`config.mk`:
```
export PLATFORM = sky130hd
export DESIGN_NAME = adjacent_swap_scheduler_flat
export DESIGN_NICKNAME = d
export VERILOG_FILES = /design/src/rtl/adjacent_swap_scheduler_if.sv /design/src/rtl/adjacent_swap_scheduler.sv /design/src/flat_wrapper.sv
export SDC_FILE = /design/constraint.sdc
export NUM_CORES = 1
export LEC_CHECK = 0
export ABC_CLOCK_PERIOD_IN_PS = 7100
export BUFFER_PORTS_ARGS = -buffer_cell sky130_fd_sc_hd__buf_2
export CORE_ASPECT_RATIO = 0.6
export CORE_UTILIZATION = 30
export CTS_BUF_LIST = sky130_fd_sc_hd__clkbuf_8
export CTS_CLUSTER_SIZE = 30
export DETAILED_ROUTE_END_ITERATION = 10
export MAX_ROUTING_LAYER = met4
export PLACE_DENSITY_LB_ADDON = 0.12
export SLEW_MARGIN = 20
export SYNTH_ARGS = -nofsm -noshare
export SYNTH_HDL_FRONTEND = slang
export SYNTH_SLANG_ARGS = --single-unit
```
`constraint.sdc`:
```
create_clock -name clk -period 7.1 [get_ports clk]
set_input_delay 0.71 -clock clk [delete_from_list [all_inputs] [get_ports clk]]
set_output_delay 0.71 -clock clk [all_outputs]
set_load 0.05 [all_outputs]
```
`src/rtl/adjacent_swap_scheduler_if.sv`:
```
// Swap-checker bus: the scheduler presents a four-city window and restarts the
// checker; the checker answers with a decision, completion and length delta.
interface adjacent_swap_scheduler_if;
  logic        chk_rst;
  logic [7:0]  chk_x1, chk_y1, chk_x2, chk_y2;
  logic [7:0]  chk_x3, chk_y3, chk_x4, chk_y4;
  logic        chk_res;
  logic        chk_complete;
  logic [31:0] chk_diff;

  modport master (
    output chk_rst, chk_x1, chk_y1, chk_x2, chk_y2, chk_x3, chk_y3, chk_x4, chk_y4,
    input  chk_res, chk_complete, chk_diff
  );

  modport slave (
    input  chk_rst, chk_x1, chk_y1, chk_x2, chk_y2, chk_x3, chk_y3, chk_x4, chk_y4,
    output chk_res, chk_complete, chk_diff
  );
endinterface

```
`src/rtl/adjacent_swap_scheduler.sv`:
```
// Sweeps a sliding four-city window over the tour, asks an external checker
// whether swapping the middle pair helps, and applies accepted swaps in passes.
module adjacent_swap_scheduler #(
  parameter int N        = 16,
  parameter int MAX_PASS = 8,
  parameter int TIMEOUT  = 32
) (
  input  logic        clk,
  input  logic        rst,
  input  logic        start,
  input  logic        load_we,
  input  logic [5:0]  load_addr,
  input  logic [7:0]  load_x,
  input  logic [7:0]  load_y,
  input  logic [5:0]  rd_addr,
  output logic [7:0]  rd_x,
  output logic [7:0]  rd_y,
  output logic        busy,
  output logic        done,
  output logic        err,
  output logic [31:0] total_gain,
  output logic [15:0] swap_count,
  output logic [7:0]  pass_count,
  adjacent_swap_scheduler_if.master chk
);
  localparam int AW = $clog2(N);
  localparam int WW = $clog2(TIMEOUT + 1);

  typedef enum logic [2:0] {IDLE, LAUNCH, WAIT, APPLY, NEXT, FIN} state_t;

  state_t        state;
  logic [AW-1:0] i;
  logic [WW-1:0] wcnt;
  logic          swapped;
  logic [7:0]    tour_x [N];
  logic [7:0]    tour_y [N];
  logic [AW-1:0] i1, i2, i3;

  assign i1 = i + AW'(1);
  assign i2 = i + AW'(2);
  assign i3 = i + AW'(3);

  // Tour storage has no reset; loads are locked out for the whole run.
  always_ff @(posedge clk) begin
    if (!rst && state == APPLY && chk.chk_res) begin
      tour_x[i1] <= tour_x[i2];
      tour_y[i1] <= tour_y[i2];
      tour_x[i2] <= tour_x[i1];
      tour_y[i2] <= tour_y[i1];
    end else if (load_we && !busy && int'(load_addr) < N) begin
      tour_x[load_addr[AW-1:0]] <= load_x;
      tour_y[load_addr[AW-1:0]] <= load_y;
    end
  end

  always_comb begin
    rd_x = '0;
    rd_y = '0;
    if (int'(rd_addr) < N) begin
      rd_x = tour_x[rd_addr[AW-1:0]];
      rd_y = tour_y[rd_addr[AW-1:0]];
    end
  end

  always_comb begin
    chk.chk_x1 = tour_x[i];
    chk.chk_y1 = tour_y[i];
    chk.chk_x2 = tour_x[i1];
    chk.chk_y2 = tour_y[i1];
    chk.chk_x3 = tour_x[i2];
    chk.chk_y3 = tour_y[i2];
    chk.chk_x4 = tour_x[i3];
    chk.chk_y4 = tour_y[i3];
  end

  always_ff @(posedge clk) begin
    if (rst) begin
      state       <= IDLE;
      busy        <= 1'b0;
      done        <= 1'b0;
      err         <= 1'b0;
      chk.chk_rst <= 1'b0;
      total_gain  <= '0;
      swap_count  <= '0;
      pass_count  <= '0;
      i           <= '0;
      wcnt        <= '0;
      swapped     <= 1'b0;
    end else begin
      done        <= 1'b0;
      chk.chk_rst <= 1'b0;
      unique case (state)
        IDLE: if (start) begin
          state       <= LAUNCH;
          busy        <= 1'b1;
          chk.chk_rst <= 1'b1;
          i           <= '0;
          pass_count  <= 8'd1;
          total_gain  <= '0;
          swap_count  <= '0;
          err         <= 1'b0;
          swapped     <= 1'b0;
        end
        LAUNCH: begin
          state <= WAIT;
          wcnt  <= '0;
        end
        WAIT: begin
          if (chk.chk_complete) begin
            state <= APPLY;
          end else if (int'(wcnt) == TIMEOUT) begin
            state <= FIN;
            err   <= 1'b1;
            done  <= 1'b1;
            busy  <= 1'b0;
          end else begin
            wcnt <= wcnt + WW'(1);
          end
        end
        APPLY: begin
          state <= NEXT;
          if (chk.chk_res) begin
            total_gain <= total_gain + chk.chk_diff;
            if (swap_count != '1) swap_count <= swap_count + 16'd1;
            swapped <= 1'b1;
          end
        end
        NEXT: begin
          if (int'(i) < N - 4) begin
            i           <= i + AW'(1);
            state       <= LAUNCH;
            chk.chk_rst <= 1'b1;
          end else if (swapped && int'(pass_count) < MAX_PASS) begin
            pass_count  <= pass_count + 8'd1;
            i           <= '0;
            swapped     <= 1'b0;
            state       <= LAUNCH;
            chk.chk_rst <= 1'b1;
          end else begin
            state <= FIN;
            done  <= 1'b1;
            busy  <= 1'b0;
          end
        end
        FIN:     state <= IDLE;
        default: state <= IDLE;
      endcase
    end
  end
endmodule

```
`src/flat_wrapper.sv`:
```
// flat-port wrapper written by rule: the top's interface ports become plain ports
module adjacent_swap_scheduler_flat 
#(
  parameter int N        = 16,
  parameter int MAX_PASS = 8,
  parameter int TIMEOUT  = 32
)
  (clk, rst, start, load_we, load_addr, load_x, load_y, rd_addr, rd_x, rd_y, busy, done, err, total_gain, swap_count, pass_count, chk_chk_rst, chk_chk_x1, chk_chk_y1, chk_chk_x2, chk_chk_y2, chk_chk_x3, chk_chk_y3, chk_chk_x4, chk_chk_y4, chk_chk_res, chk_chk_complete, chk_chk_diff);
  adjacent_swap_scheduler_if chk_i ();
  input  logic clk;
  input  logic rst;
  input  logic start;
  input  logic load_we;
  input  logic [5:0] load_addr;
  input  logic [7:0] load_x;
  input  logic [7:0] load_y;
  input  logic [5:0] rd_addr;
  output logic [7:0] rd_x;
  output logic [7:0] rd_y;
  output logic busy;
  output logic done;
  output logic err;
  output logic [31:0] total_gain;
  output logic [15:0] swap_count;
  output logic [7:0] pass_count;
  output wire logic [$bits(chk_i.chk_rst)-1:0] chk_chk_rst;
  output wire logic [$bits(chk_i.chk_x1)-1:0] chk_chk_x1;
  output wire logic [$bits(chk_i.chk_y1)-1:0] chk_chk_y1;
  output wire logic [$bits(chk_i.chk_x2)-1:0] chk_chk_x2;
  output wire logic [$bits(chk_i.chk_y2)-1:0] chk_chk_y2;
  output wire logic [$bits(chk_i.chk_x3)-1:0] chk_chk_x3;
  output wire logic [$bits(chk_i.chk_y3)-1:0] chk_chk_y3;
  output wire logic [$bits(chk_i.chk_x4)-1:0] chk_chk_x4;
  output wire logic [$bits(chk_i.chk_y4)-1:0] chk_chk_y4;
  input wire logic [$bits(chk_i.chk_res)-1:0] chk_chk_res;
  input wire logic [$bits(chk_i.chk_complete)-1:0] chk_chk_complete;
  input wire logic [$bits(chk_i.chk_diff)-1:0] chk_chk_diff;
  assign chk_chk_rst = chk_i.chk_rst;
  assign chk_chk_x1 = chk_i.chk_x1;
  assign chk_chk_y1 = chk_i.chk_y1;
  assign chk_chk_x2 = chk_i.chk_x2;
  assign chk_chk_y2 = chk_i.chk_y2;
  assign chk_chk_x3 = chk_i.chk_x3;
  assign chk_chk_y3 = chk_i.chk_y3;
  assign chk_chk_x4 = chk_i.chk_x4;
  assign chk_chk_y4 = chk_i.chk_y4;
  assign chk_i.chk_res = chk_chk_res;
  assign chk_i.chk_complete = chk_chk_complete;
  assign chk_i.chk_diff = chk_chk_diff;
  adjacent_swap_scheduler #(.N(N), .MAX_PASS(MAX_PASS), .TIMEOUT(TIMEOUT)) u_core (.clk(clk), .rst(rst), .start(start), .load_we(load_we), .load_addr(load_addr), .load_x(load_x), .load_y(load_y), .rd_addr(rd_addr), .rd_x(rd_x), .rd_y(rd_y), .busy(busy), .done(done), .err(err), .total_gain(total_gain), .swap_count(swap_count), .pass_count(pass_count), .chk(chk_i));
endmodule
```
After elaboration in Yosys (flattened, before gate mapping)
Memory sizes are Yosys's and may differ from the RTL's. A register that Yosys moved wholly into a read port is not among the register bits.
Cells that the tools add are included.
Storage, ports and cells
  register bits: 74
  memory bits (writable): 256
  input bits: 66
  output and inout bits: 140
  word-level logic and storage cells: 130
  memories: 2
Operators by class
  add/subtract/negate cells: 7
  order comparisons: 4
  equal/unequal tests: 17
  muxes and demuxes: 64
  reduce and logical (&&, ||, !) cells: 25
Memories
  u_core.tour_x: words 16, bits a word 8, read ports 5, clocked after memory_dff 1, write ports 2, RTL line adjacent_swap_scheduler.sv:35  | logic [7:0] tour_x [N];
  u_core.tour_y: words 16, bits a word 8, read ports 5, clocked after memory_dff 1, write ports 2, RTL line adjacent_swap_scheduler.sv:36  | logic [7:0] tour_y [N];
Operators with widths (number)
  32-bit 2-to-1 mux: 2
  32-bit case mux with 2 select lines: 1
  8-bit 2-to-1 mux: 7
  16-bit 2-to-1 mux: 3
  4-bit 2-to-1 mux: 9
  32-bit adder: 1
  16-bit case mux with 2 select lines: 1
  1-bit 2-to-1 mux: 25
  16-bit by 1-bit adder with 16-bit output (second input constant): 1
  16-bit != test (second input constant): 1
  8-bit case mux with 2 select lines: 1
  8-bit OR reduction: 2
  3-bit 2-to-1 mux: 5
  3-bit case mux with 5 select lines: 1
  2-bit != test (second input constant): 7
  6-bit by 5-bit < comparator with 1-bit output (second input constant): 2
  6-bit 2-to-1 mux: 2
  6-bit case mux with 2 select lines: 1
  4-bit AND reduction: 3
  3-bit AND reduction: 3
  4-bit by 2-bit adder with 4-bit output (second input constant): 2
  8-bit by 1-bit adder with 8-bit output (second input constant): 1
  8-bit by 4-bit < comparator with 1-bit output (second input constant): 1
  4-bit case mux with 2 select lines: 1
  other kinds (20): 34

Depth between registers and ports, before layout
  word-level depth: 8
  gate-level depth with buffers: 16
  gate-level depth less buffers: 11

Worst setup path after synthesis
OpenSTA, ideal clock, no wires.
  kind: register to register
  start: reg u_core.i[1]
  end: mem u_core.tour_x[12][0] (enable)
  setup time: 0.436 ns
  data arrival time: 4.325 ns
  data required time: 6.664 ns
  path slack: 2.339 ns
  cell stages (with the launch flop): 12
  path buffers: 6
  clock period less this slack: 4.761 ns
  path through: dfxtp_1 buf_2 clkbuf_1 inv_1 ha_1 buf_2 buf_2 inv_1 clkbuf_1 clkbuf_1 a31oi_1 o41ai_1
RTL lines
  from (decl): RTL line adjacent_swap_scheduler.sv:32  | logic [AW-1:0] i;
  from (signal assigned): RTL line adjacent_swap_scheduler.sv:130  | i <= i + AW'(1);
  to (decl): RTL line adjacent_swap_scheduler.sv:35

Final worst setup path
  start: reg u_core.i[0]
  end: out chk_chk_y2[0]
Between the ends
  cells in the longest elaborated chain, start to end: 2
RTL lines
  4-bit by 1-bit adder with 4-bit output: RTL line adjacent_swap_scheduler.sv:39  | assign i1 = i + AW'(1);
  memory read 16 x 8 bit
  to (decl): RTL line flat_wrapper.sv:30  | output wire logic [$bits(chk_i.chk_y2)-1:0] chk_chk_y2;
No other way between the ends.

==> results list <==
* Hold_buf cts: 0
* Post-synth ARST share: 0%
- TritonCTS clock tree: done
- Proportion of layout cells with a drive suffix above 1: 37.73%
- In this run the most used layer during global routing was met1.
- At the end of the flow, the number of nets in the layout was 2,229.
* Setup violation total in the final timing report: 0
* CTS Root Buffer Type: sky130_fd_sc_hd__clkbuf_8
- Count of standard-cell rows: 83
* Post-CTS Resized: 0
- Of all cell types, the one taking the most synthesized area is sky130_fd_sc_hd__mux4_2.
- Max-slew violation count: 0
- VDD IR-drop max: around 130 uV
- Of all nets on the critical path, the largest fanout is 46.
* Fin Setup TNS: 0 ns
- The first routing iteration left around 2,400 violations.
- Synth warnings: 0
- Counting the buffers created by CTS gives 59.
- Run status: completed
* Hold EP: u_core.total_gain[31]
* Normalized max-slew margin: about a quarter
- Counting distinct cell types in the post-synthesis netlist gives 65.
- CTS built an H-tree with a depth of 2.
* First element of the critical path: u_core.i[0]
- Leakage: about 0.010 uW
- Leading cell types in the layout, fill and taps excluded: sky130_fd_sc_hd__mux4_2, sky130_fd_sc_hd__edfxtp_1, sky130_fd_sc_hd__buf_2
- Wire length of the first global-routing pass: 145,400 um
* Final critical path time including I/O delays and setup: about 5.8 ns
- The die covers between 80,000 and 90,000 um2.
* Min-Delay Path Depth: 3
- Placer Congestion: roughly 0.87
- Pre-antenna DRT Iters: 5
- In this run the post-CTS setup repair buffer count came out at 0.
- Share of the synthesized area in the top cell type: about a third
- Crit-path max cell delay: approximately 0.9 ns
* Boundary pin count: slightly above 200
- Sequential element share of the synthesized area: 35.69%
- On the critical path the largest part of the delay comes from buffers and inverters.
- Yosys attributes the largest share of cell area to sky130_fd_sc_hd__mux4_2, sky130_fd_sc_hd__edfxtp_1, sky130_fd_sc_hd__mux2i_1.
- Nature of the critical path endpoint: primary output
- Dividing the detail-routed wire length by the instance count gives between 30 and 40 um.
- In this run the power density over the cells is around 150 nW/um2.
* Number of global-route vias before repair: around 19,000
- Least-Margin Pin Slew: about 1.1 ns
- Growth of design area from synthesis to finish: 12.97%
- Number of max-cap violations: 0
* Average cell area after synthesis: 13.10 um2
* Clock Skews: 0.04444 ns
- The synthesized design contains about 260 enable-type register cells.
* Antenna Violating Nets Remaining: 0
- Post-route fraction of the period consumed by the critical path: between 80 and 90%
* Worst reg2reg startpoint: u_core.i[0]
- Achievable clock frequency: approximately 170 MHz
* Largest net degree at the start of global routing: slightly above 100
- In this run the register-to-register setup slack is roughly 2.2 ns.
* HP Class: input port to register
- Starting density of the core: between 30% and 40%
- The number of nets in the synthesized netlist is roughly 2,100.
- Length in cells of the worst reg-to-reg path: 8
* RSZ-0062 raised after global routing: no
- For this block, the routed nets add up to around 100,000 um of wire.
- Leading register cell type out of synthesis: sky130_fd_sc_hd__edfxtp_1
- Mapped Cells: 1,978
- Data on the critical path is required at its endpoint by 6.39 ns.
* Fraction of met2 tracks used by global routing: between 30% and 40%
- Count of unresolved DRC violations after routing: 0
* Number of failing hold endpoints at the final stage: 0
* Number of buffers and inverters on the critical path: 4
- Leaving out fill and tap cells, the most frequent cell in the layout is sky130_fd_sc_hd__mux4_2.
* Clock buffer depth: 3
- Height of the die: 229.7 um
- Seq cells post-synth: 334
- Summing every instance area after synthesis gives roughly 26,000 um2.
- End of the worst register-to-register path: u_core.tour_y[3][3]
- Worst Hold Launch: chk_chk_diff[31]
- STA puts the critical path data arrival time at ~5.1 ns.
* Clock input transition at the sequential cells of the worst setup and hold paths: 0.07 ns
- Total clock sinks: between 300 and 400
* GRT Resource Usage Total: between 20% and 30%
* Initial antenna violation count: 0
- Core footprint: about 86,000 um2
- Worst path slowest cell: sky130_fd_sc_hd__dfxtp_4
* Final total power: approximately 4500 uW
- The worst setup path is of the register to primary output kind.
* Met3 Resource Use GR: 4.563%
* Detailed-route via count: about 20,000
* Count of buffers from port buffering: 205
- From left edge to right edge, the die measures 381.5 um.
- Crit start category: register
- Aggregate global routing overflow: 0
* Detail Placement HPWL: between 60,000 and 70,000 um
- Worst-path cell chain: inv_4, ha_4, buf_4, mux4_2, nand2_1, a21oi_1, a21oi_2, inv_2, buf_2
* Clock latency on the worst-skew pair: roughly 0.74 ns
- For this run, global-route usage on met1 was measured as between 30% and 40%.
* Vias per cell: slightly above 6
metrics by stage:
step	util (%)	worst slack, ns	instance area, um2	instances	hold WS, ns
after floorplan	-	2.339	25920	1978	0.4574
after global routing	34.21	0.9404	29280	3315	0.3567
after CTS	34.21	1.214	29280	3315	0.3036
final	34.22	1.321	29280	3316	0.3402
after global placement	32.85	1.980	28110	3206	0.4601
after detailed placement	32.86	2.035	28120	3206	0.4653
registers in the layout, indices dropped and copies added, names as in the netlist, 3 cells and up, named ones only:
name               count
u_core.tour_x        128
u_core.pass_count      8
u_core.tour_y        128
u_core.wcnt            6
u_core.total_gain     32
u_core.swap_count     16
u_core.state           3
u_core.i               4
Yosys cell counts (14+ instances only):
| cell type | count |
|---|---|
| sky130_fd_sc_hd__mux4_2 | 384 |
| sky130_fd_sc_hd__edfxtp_1 | 256 |
| sky130_fd_sc_hd__mux2i_1 | 181 |
| sky130_fd_sc_hd__nor2_1 | 157 |
| sky130_fd_sc_hd__nand2_1 | 156 |
| sky130_fd_sc_hd__a21oi_1 | 155 |
| sky130_fd_sc_hd__clkbuf_1 | 79 |
| sky130_fd_sc_hd__dfxtp_1 | 78 |
| sky130_fd_sc_hd__buf_2 | 56 |
| sky130_fd_sc_hd__ha_1 | 42 |
| sky130_fd_sc_hd__o21ai_0 | 36 |
| sky130_fd_sc_hd__buf_4 | 29 |
| sky130_fd_sc_hd__xor2_1 | 28 |
| sky130_fd_sc_hd__nor2b_1 | 25 |
| sky130_fd_sc_hd__o21ai_1 | 24 |
| sky130_fd_sc_hd__inv_1 | 20 |
| sky130_fd_sc_hd__xnor2_1 | 19 |
| sky130_fd_sc_hd__buf_1 | 18 |
| sky130_fd_sc_hd__inv_2 | 17 |
| sky130_fd_sc_hd__nor3_1 | 17 |
| sky130_fd_sc_hd__mux2i_4 | 16 |
| sky130_fd_sc_hd__a21oi_2 | 15 |
| sky130_fd_sc_hd__a31oi_1 | 15 |
| sky130_fd_sc_hd__nand3_1 | 15 |
| sky130_fd_sc_hd__nand4_1 | 14 |
worst register-to-register path, delay by kind of cell, from the launching register on:
| kind | cells | cell delay (ns) |
|---|---|---|
| buffers and inverters | 4 | 1.68 |
| AO/OA/AOI/OAI | 2 | 0.88 |
| adder cells (fa/ha/maj) | 1 | 0.89 |
| AND/OR/NAND/NOR | 1 | 0.22 |
| flip-flops | 1 | 0.89 |
area by class of cell:
type,instances,area [um2]
timing repair buffer,272,1559
tap,1147,1435
fill,8460,56290
sequential,334,9265
antenna,1,2.502
clock buffer,67,922.1
inverter,38,145.1
clock inverter,42,234.0
multi-input combinational,1415,15720
how the worst max path moves through the flow:
stage | endpoint | cells after the start
after floorplan | u_core.tour_x[12][0] | 11
after detailed placement | chk_chk_y2[0] | 9
after global placement | chk_chk_y2[0] | 9
after CTS | chk_chk_y2[0] | 9
after global routing | chk_chk_y2[0] | 9
final | chk_chk_y2[0] | 9
metal layers:
layer	wire length, um	vias up
met5	0	-
met4	2373	0
met3	9469	158
met2	43300	1184
met1	47690	10450
li1	-	8213
kinds of logic (layout without fill, tap and decap cells):
group	count (synthesis)	in the layout	synth area share, %
compound gates	308	308	6.962
xor+xnor	49	49	1.714
fa+ha+maj	43	43	2.105
buf+inv	229	419	4.292
flops	334	334	35.69
mux	581	581	41.75
other cells	0	1	0
simple gates	434	434	7.493
power by group:
part	internal (uW)	switching, uW
clock network	931	931
logic	197	312
registers	2100	20.2
total	3230	1260
Note: power is estimated with default switching activity, not from simulation.
